==> src/rtl/pipe_ctrl_unit.sv <==
// rtl/pipe_ctrl_unit.sv - registered decode/control stage with load-use stall, redirect flush and multi-cycle sequencer
// Optional illegal-encoding trap: define CTRL_ILLEGAL_TRAP_EN.
module pipe_ctrl_unit #(
    parameter int REG_AW     = 5,
    parameter int MC_LATENCY = 4,
    parameter int ALU_CTRL_W = 4
) (
    input  logic                  clk,
    input  logic                  rst_n,
    input  logic                  instr_valid,
    input  logic [2:0]            op,
    input  logic [2:0]            func3,
    input  logic [10:0]           func11,
    input  logic [REG_AW-1:0]     rs1,
    input  logic [REG_AW-1:0]     rs2,
    input  logic [REG_AW-1:0]     rd,
    input  logic                  ex_load,
    input  logic [REG_AW-1:0]     ex_rd,
    input  logic                  redirect,
    output logic                  ctrl_valid,
    output logic                  reg_write,
    output logic                  mem_write,
    output logic                  jump,
    output logic                  jump_cond,
    output logic                  alu_src_op1,
    output logic                  alu_src_op2,
    output logic                  pc_target_src,
    output logic [2:0]            jump_cond_type,
    output logic [ALU_CTRL_W-1:0] alu_control,
    output logic [3:0]            imm_src,
    output logic [1:0]            result_src,
    output logic                  mc_start,
    output logic [2:0]            mc_op,
    output logic                  stall,
    output logic                  illegal_instr
);
    localparam int CW = (MC_LATENCY > 1) ? $clog2(MC_LATENCY) : 1;

    localparam logic [2:0] OP_A = 3'd0, OP_B = 3'd1, OP_C = 3'd2, OP_D = 3'd3;
    localparam logic [2:0] OP_E = 3'd4, OP_F = 3'd5, OP_G = 3'd6, OP_H = 3'd7;

    typedef enum logic {S_IDLE = 1'b0, S_BUSY = 1'b1} state_t;

    state_t          r_state, w_state_nxt;
    logic [CW-1:0]   r_cnt, w_cnt_nxt;

    logic w_hz, w_is_e, w_illegal, w_idle_ok, w_issue, w_start, w_trap;
    logic w_unused;

    // rd is carried by the datapath pipeline; only func11[0] is meaningful here
    assign w_unused = &{1'b0, rd, func11[10:1]};

    assign w_hz = instr_valid & ex_load & (ex_rd != '0) &
                  ((ex_rd == rs1) | ((ex_rd == rs2) & ((op == OP_A) | (op == OP_C) | (op == OP_G))));
    assign w_is_e = (op == OP_E);

`ifdef CTRL_ILLEGAL_TRAP_EN
    assign w_illegal = (op == OP_H) |
                       ((op == OP_D) & (func3 > 3'b010)) |
                       ((op == OP_F) & (func3 != 3'b000) & (func3 != 3'b010));
`else
    assign w_illegal = 1'b0;
`endif

    assign w_idle_ok = !redirect & (r_state == S_IDLE) & instr_valid & !w_hz;
    assign w_issue   = w_idle_ok & !w_illegal;
    assign w_start   = w_issue & w_is_e;
    assign w_trap    = w_idle_ok & w_illegal;

    // Decoded control bits before bubble gating
    logic                  w_dec_reg_write, w_dec_mem_write, w_dec_jump, w_dec_jump_cond;
    logic                  w_dec_src1, w_dec_src2, w_dec_pts;
    logic [ALU_CTRL_W-1:0] w_dec_alu;
    logic [3:0]            w_dec_imm;
    logic [1:0]            w_dec_res;

    always_comb begin
        w_dec_reg_write = (op[1:0] != 2'b10);
        w_dec_mem_write = (op == OP_C);
        w_dec_jump      = ((op == OP_D) | (op == OP_F)) & (func3 == 3'b010);
        w_dec_jump_cond = (op == OP_G);
        w_dec_src1      = (op != OP_D);
        w_dec_src2      = (op != OP_A) & (op != OP_G);
        w_dec_pts       = (op == OP_F);
        w_dec_alu       = '0;
        w_dec_imm       = 4'b0000;
        w_dec_res       = 2'b00;
        case (op)
            OP_A: w_dec_alu = ALU_CTRL_W'({func11[0], func3});
            OP_B: begin
                w_dec_alu = ALU_CTRL_W'({1'b0, func3});
                if ((func3 == 3'b101) || (func3 == 3'b110)) w_dec_imm = 4'b0001;
            end
            OP_C: w_dec_imm = 4'b0100;
            OP_D: begin
                w_dec_imm = (func3 == 3'b001) ? 4'b1110 : 4'b1100;
                if (func3 == 3'b010) w_dec_res = 2'b10;
            end
            OP_E: w_dec_alu = ALU_CTRL_W'({1'b1, func3});
            OP_F: if (func3 == 3'b000) w_dec_res = 2'b01;
            OP_G: begin
                w_dec_alu = ALU_CTRL_W'(4'd1);
                w_dec_imm = 4'b1000;
            end
            default: ;
        endcase
    end

    always_ff @(posedge clk or negedge rst_n) begin
        if (!rst_n) begin
            r_state <= S_IDLE;
            r_cnt   <= '0;
        end else begin
            r_state <= w_state_nxt;
            r_cnt   <= w_cnt_nxt;
        end
    end

    always_comb begin
        w_state_nxt = r_state;
        w_cnt_nxt   = r_cnt;
        if (redirect) begin
            w_state_nxt = S_IDLE;
            w_cnt_nxt   = '0;
        end else begin
            case (r_state)
                S_IDLE: if (w_start) begin
                    w_state_nxt = S_BUSY;
                    w_cnt_nxt   = CW'(MC_LATENCY - 1);
                end
                S_BUSY: if (r_cnt == '0) w_state_nxt = S_IDLE;
                        else w_cnt_nxt = r_cnt - 1'b1;
                default: w_state_nxt = S_IDLE;
            endcase
        end
    end

    // Next values of the registered outputs; anything not issued becomes a bubble
    logic                  w_d_valid, w_d_rw, w_d_mw, w_d_j, w_d_jc, w_d_s1, w_d_s2, w_d_pts;
    logic [2:0]            w_d_jct, w_d_mc_op;
    logic [ALU_CTRL_W-1:0] w_d_alu;
    logic [3:0]            w_d_imm;
    logic [1:0]            w_d_res;

    always_comb begin
        // The OP_E slot carries its decode but is not valid: it retires via the multi-cycle unit
        w_d_valid = w_issue & !w_is_e;
        w_d_rw    = w_issue & w_dec_reg_write;
        w_d_mw    = w_issue & w_dec_mem_write;
        w_d_j     = w_issue & w_dec_jump;
        w_d_jc    = w_issue & w_dec_jump_cond;
        w_d_s1    = w_issue & w_dec_src1;
        w_d_s2    = w_issue & w_dec_src2;
        w_d_pts   = w_issue & w_dec_pts;
        w_d_jct   = w_issue ? func3 : 3'b000;
        w_d_alu   = w_issue ? w_dec_alu : '0;
        w_d_imm   = w_issue ? w_dec_imm : 4'b0000;
        w_d_res   = w_issue ? w_dec_res : 2'b00;
        w_d_mc_op = w_start ? func3 : 3'b000;
        stall     = rst_n & !redirect & ((r_state == S_BUSY) | w_hz);
    end

    always_ff @(posedge clk or negedge rst_n) begin
        if (!rst_n) begin
            ctrl_valid     <= 1'b0;
            reg_write      <= 1'b0;
            mem_write      <= 1'b0;
            jump           <= 1'b0;
            jump_cond      <= 1'b0;
            alu_src_op1    <= 1'b0;
            alu_src_op2    <= 1'b0;
            pc_target_src  <= 1'b0;
            jump_cond_type <= 3'b000;
            alu_control    <= '0;
            imm_src        <= 4'b0000;
            result_src     <= 2'b00;
            mc_start       <= 1'b0;
            mc_op          <= 3'b000;
            illegal_instr  <= 1'b0;
        end else begin
            ctrl_valid     <= w_d_valid;
            reg_write      <= w_d_rw;
            mem_write      <= w_d_mw;
            jump           <= w_d_j;
            jump_cond      <= w_d_jc;
            alu_src_op1    <= w_d_s1;
            alu_src_op2    <= w_d_s2;
            pc_target_src  <= w_d_pts;
            jump_cond_type <= w_d_jct;
            alu_control    <= w_d_alu;
            imm_src        <= w_d_imm;
            result_src     <= w_d_res;
            mc_start       <= w_start;
            mc_op          <= w_d_mc_op;
            illegal_instr  <= w_trap;
        end
    end
endmodule

==> config.mk <==
export PLATFORM = sky130hd
export DESIGN_NAME = pipe_ctrl_unit
export DESIGN_NICKNAME = d
export VERILOG_FILES = /design/src/rtl/pipe_ctrl_unit.sv
export SDC_FILE = /design/constraint.sdc
export NUM_CORES = 1
export LEC_CHECK = 0
export CAP_MARGIN = 25
export CORE_ASPECT_RATIO = 0.7
export CORE_MARGIN = 2
export CORE_UTILIZATION = 25
export DETAILED_ROUTE_END_ITERATION = 16
export PLACE_DENSITY_LB_ADDON = 0.15
export SLEW_MARGIN = 20
export SYNTH_ARGS = -nofsm -noshare
export SYNTH_HDL_FRONTEND = slang
export SYNTH_SLANG_ARGS = --single-unit
==> constraint.sdc <==
create_clock -name clk -period 2.75 [get_ports clk]
set_clock_uncertainty 0.05 [all_clocks]
set_input_delay 0.6875 -clock clk [delete_from_list [all_inputs] [get_ports clk]]
set_output_delay 0.6875 -clock clk [all_outputs]
set_load 0.03 [all_outputs]
Word level (Yosys, flattened, before mapping). Index checks and enable logic that the tools add are counted. W data, S select, Z words.

Memory bits (writable): 0. Memories kept: 0. Latch bits: 0. Flip-flop bits (word level): 28. Bits of input ports: 42. Logic and storage cells: 90. Output and inout bits: 27. Bits in read-only memories: 0.

$add $sub $neg: 1. Shift-type cells: 0. Reductions and logical operators: 10. Multiplexer cells: 20. Bitwise gates (word level): 26. Div/mod/pow operators: 0. $mul: 0. Magnitude comparators: 0. Eq/ne operators: 17.

Operators with widths (number): $pmux W4 S4 (2); $and A1 B1 Y1 (20); $eq A3 B3 Y1 const B (5); $mux W2 (6); $eq A5 B5 Y1 (2); $eq A3 B2 Y1 const B (3); $ne A3 B3 Y1 const B (3); $mux W4 (2); $pmux W2 S2 (2); $eq A3 B1 Y1 const B (2); $logic_not A3 Y1 (2); $mux W3 (2); $mux W1 (5); $or A1 B1 Y1 (5); $reduce_bool A5 Y1 (1); $logic_not A1 Y1 (3); $ne A3 B2 Y1 const B (1); $reduce_bool A3 Y1 (1); $logic_not A2 Y1 (1); $ne A2 B2 Y1 const B (1); $pmux W1 S2 (1); $reduce_and A2 Y1 (1); $sub A2 B1 Y2 const B (1); $logic_or A1 B1 Y1 (1); $not A1 Y1 (1).

Longest topological paths before layout.
Depth in word-level cells: 12. Mapped depth: 7. Mapped depth without buffers: 6.

Worst setup path after synthesis. Ideal clock, no wire load.

Kind: input to output. Start: input port ex_rd[0]. End: output port stall. Arrival time: 1.815 ns. Cell stages on the path: 4. Data required time: 2.013 ns. Setup slack: 0.197 ns. Cell sequence: or4_4 > o211ai_1 > nor2_1 > o211a_1.

Cells in the longest elaborated chain, start to end: 6. Elaborated cells on any way between the ends: 9.

RTL lines: start, declared (RTL line 18) `input logic [REG_AW-1:0] ex_rd,`; $eq A5 B5 Y1 (RTL line 54) `((ex_rd == rs1) | ((ex_rd == rs2) & ((op == OP_A) | (op == OP_C) | (op == OP_G))));`; $and A1 B1 Y1 (RTL line 54); $or A1 B1 Y1 (RTL line 54); $and A1 B1 Y1 (*) (RTL line 53) `assign w_hz = instr_valid & ex_load & (ex_rd != '0) &`; $or A1 B1 Y1 (*) (RTL line 160) `stall = rst_n & !redirect & ((r_state == S_BUSY) | w_hz);`; $and A1 B1 Y1 (*) (RTL line 160); end, declared (RTL line 34) `output logic stall,`.

Mark *: on every way between the ends. The rest lies on a longest branch, timed or not.

Worst setup path after layout. Ends and elaborated chain as after synthesis.

==> reports/results.tsv <==
metric	value	unit
status	finished, final reports clean	
required	2.01	ns
die_h	63.04	um
drc_errors	0	
hold_end	r_cnt[1]	
p_comb_share	21.6	%
final_common_cell	clkdlybuf4s50_1	
final_hold_viol_count	0	
cp_max_fo	2	
track_usage	12.48	%
p_leak	0.9973	nW
r2r_slack	1.38	ns
ys_types	31	
final_cells	257	
min_path_type	reg2reg	
vdd_ir_drop_max	0.1613	mV
antenna_found_initial	0	
whs_path_depth	2	
dp_hpwl	2484	um
grt_pass1_vias	1114	
r2r_cells	5	
die_w	88.35	um
post-place-ws	-0.7724	ns
arrival	1.95	ns
grt_max_degree	29	
routed_wirelength	3159	um
drtPass1Iterations	3	
ios	69	
r2r_end	alu_control[3]	
clock_latency	0.27	ns
syn_nets	162	
setup.worst_path.end_class	output port	
gp_congestion	0.7529	
grt_pass1_wl	5326	um
clockRootBuffer	clkbuf_8	
cts.sinks	28	
p_int	0.0006056	W
numCtsBuffers	3	
crit_type	in2out	
postLayoutSetupSlackWorst	0.06137	ns
finalSetupTns	0	ns
drv_cap	0	
period_share	97.77	%
p_switching	0.0002139	W
io_buffers	52	
seq_area_frac_synth	56.28	%
ant_nets	0	
drt-wirelength-per-cell	12.29	um
rsz0062_at_grt	true	
r2r-start	r_state	
syn_area	1245	um^2
nets	233	
power_density	399.2	nW/um^2
holdWs	0.5006	ns
dr_total_vias	1059	
tritoncts	built	
area_delta_synth_final	64.92	%
switching_share	26.10	%
cts.reportedPaths.clkPinSlew	0.09	ns
h-tree-depth	1	
core	4782	um^2
final_cell_mix	clkdlybuf4s50_1 (34), dfrtp_1 (28), nor2_1 (19)	
clkPwrFrac	26.6	%
setup_viol	0	
yosys_warnings	0	
start_util	26.03	%
start_kind	input pin	
diodes	0	
rows	21	
timing.fmax	371.9	MHz
avgSynthCellArea	10.46	um^2
slew_viol_final	0	
viasPerCell	4.121	
n_fill_cell	498	
power_frac_seq	51.9	%
dieArea	5569	um^2
syn_inst	119	
worstHoldStart	r_cnt[1]	
drt_iter0_drc	73	
post_route_cells_drive_above_1_share	20.21	%
synth-seq-cells	28	
placedCellCount	250	
min_period	2.689	ns
grt-ovfl-total	0	
cts_buffer_depth	2	
-- cell usage after synthesis --
master	n	area, um^2
a22oi_2	1	12.51
nor3b_1	2	15.01
o21ai_2	1	8.760
a21oi_1	2	10.01
conb_1	1	3.750
dfrtp_1	28	700.7
a211oi_1	1	7.510
o21ai_0	2	10.01
o211ai_1	1	7.510
o211a_1	1	10.01
inv_1	8	30.03
xnor2_1	1	8.760
buf_6	1	11.26
or4_4	1	11.26
nand2b_1	2	12.51
nand4_1	1	6.260
nor3_1	10	50.05
clkbuf_1	2	7.510
nor2b_1	4	25.02
nor4_1	2	12.51
ha_1	1	12.51
xor2_1	11	96.34
o21ai_1	1	5.000
buf_4	2	15.01
nand2_1	8	30.03
or4b_2	1	10.01
nor2_1	19	71.32
o211ai_2	1	12.51
o2111ai_1	1	8.760
a31oi_1	1	6.260
o21ai_4	1	16.27
-- registers in the layout, summed over array words and instances (netlist names) --
name and flops:
ctrl_valid 1, mc_start 1, result_src 2, jump_cond_type 3
mc_op 3, r_state 1, alu_src_op1 1, pc_target_src 1
alu_src_op2 1, r_cnt 2, jump 1, reg_write 1
jump_cond 1, alu_control 4, imm_src 4, mem_write 1
-- per-stage QoR --
step | utilization (%) | instance area [um^2] | total power (W)
global route | 42.94 | 2053 | 0.0008663
CTS | 42.28 | 2022 | 0.0008297
detailed placement | 40.63 | 1943 | 0.0006080
floorplan | - | 1245 | 0.0005077
global placement | 40.63 | 1943 | 0.0006047
finish | 42.94 | 2053 | 0.0008196
-- critical path, cell delays in order --
cell      delay [ns]
buf_6           0.09
or4_4           0.53
o211ai_1        0.22
nor2_1          0.06
o211a_1         0.22
buf_6           0.14
-- layout make-up --
class / instances / area (um^2) / share of cell area, %
multi-input combinational: 78 / 511.7 / 24.92
inverter: 8 / 30.03 / 1.463
sequential: 28 / 700.7 / 34.13
tap: 69 / 86.33 / 4.205
timing repair buffer: 71 / 683.2 / 33.27
clock buffer: 3 / 41.29 / 2.011
-- cells by family (layout without fill, tap and decap cells) --
logic type / count (synthesis) / after routing / synth area share [%]
XOR/XNOR: 12 / 12 / 8.442
AND/OR/NAND/NOR: 50 / 50 / 19.60
AO/OA/AOI/OAI: 14 / 14 / 9.247
adder cells (fa/ha/maj): 1 / 1 / 1.005
other: 1 / 1 / 0.3012
buffers and inverters: 13 / 82 / 5.126
flip-flops: 28 / 28 / 56.28
-- routing by layer --
| metal | vias up | track usage (%) | share of wire [%] |
|---|---|---|---|
| li1 | 528 | - | - |
| met1 | 493 | 16.57 | 45 |
| met2 | 36 | 19.55 | 47 |
| met3 | 2 | 3.170 | 6.6 |
| met4 | 0 | 4.545 | 0.85 |
| met5 | - | 0 | 0 |
-- power groups by stage --
stage	logic (W)	clock network (W)	registers [W]
detailed placement	0.000174	0	0.000434
global placement	0.000172	0	0.000433
floorplan	0.0000544	0	0.000453
CTS	0.000178	0.000226	0.000426
global route	0.000194	0.000246	0.000427
finish	0.000177	0.000218	0.000425
-- what timing repair did --
item	in CTS	in global routing
setup buffers	3	1
pin swaps	9	12
gates resized for setup	37	8
hold buffers	0	0
endpoints found under the setup margin	1	1
gates cloned	0	0
-- worst max path at each step --
| stage | start | end | slack (ns) | depth (start not counted) |
|---|---|---|---|---|
| floorplan | ex_rd[0] | stall | 0.20 | 4 |
| global placement | ex_rd[2] | stall | -0.72 | 6 |
| detailed placement | ex_rd[2] | stall | -0.77 | 6 |
| CTS | rs1[3] | stall | 0.007 | 7 |
| global route | ex_rd[0] | stall | -0.006 | 6 |
| finish | ex_rd[0] | stall | 0.06 | 6 |
No activity file was read; power rests on OpenSTA's default activity.
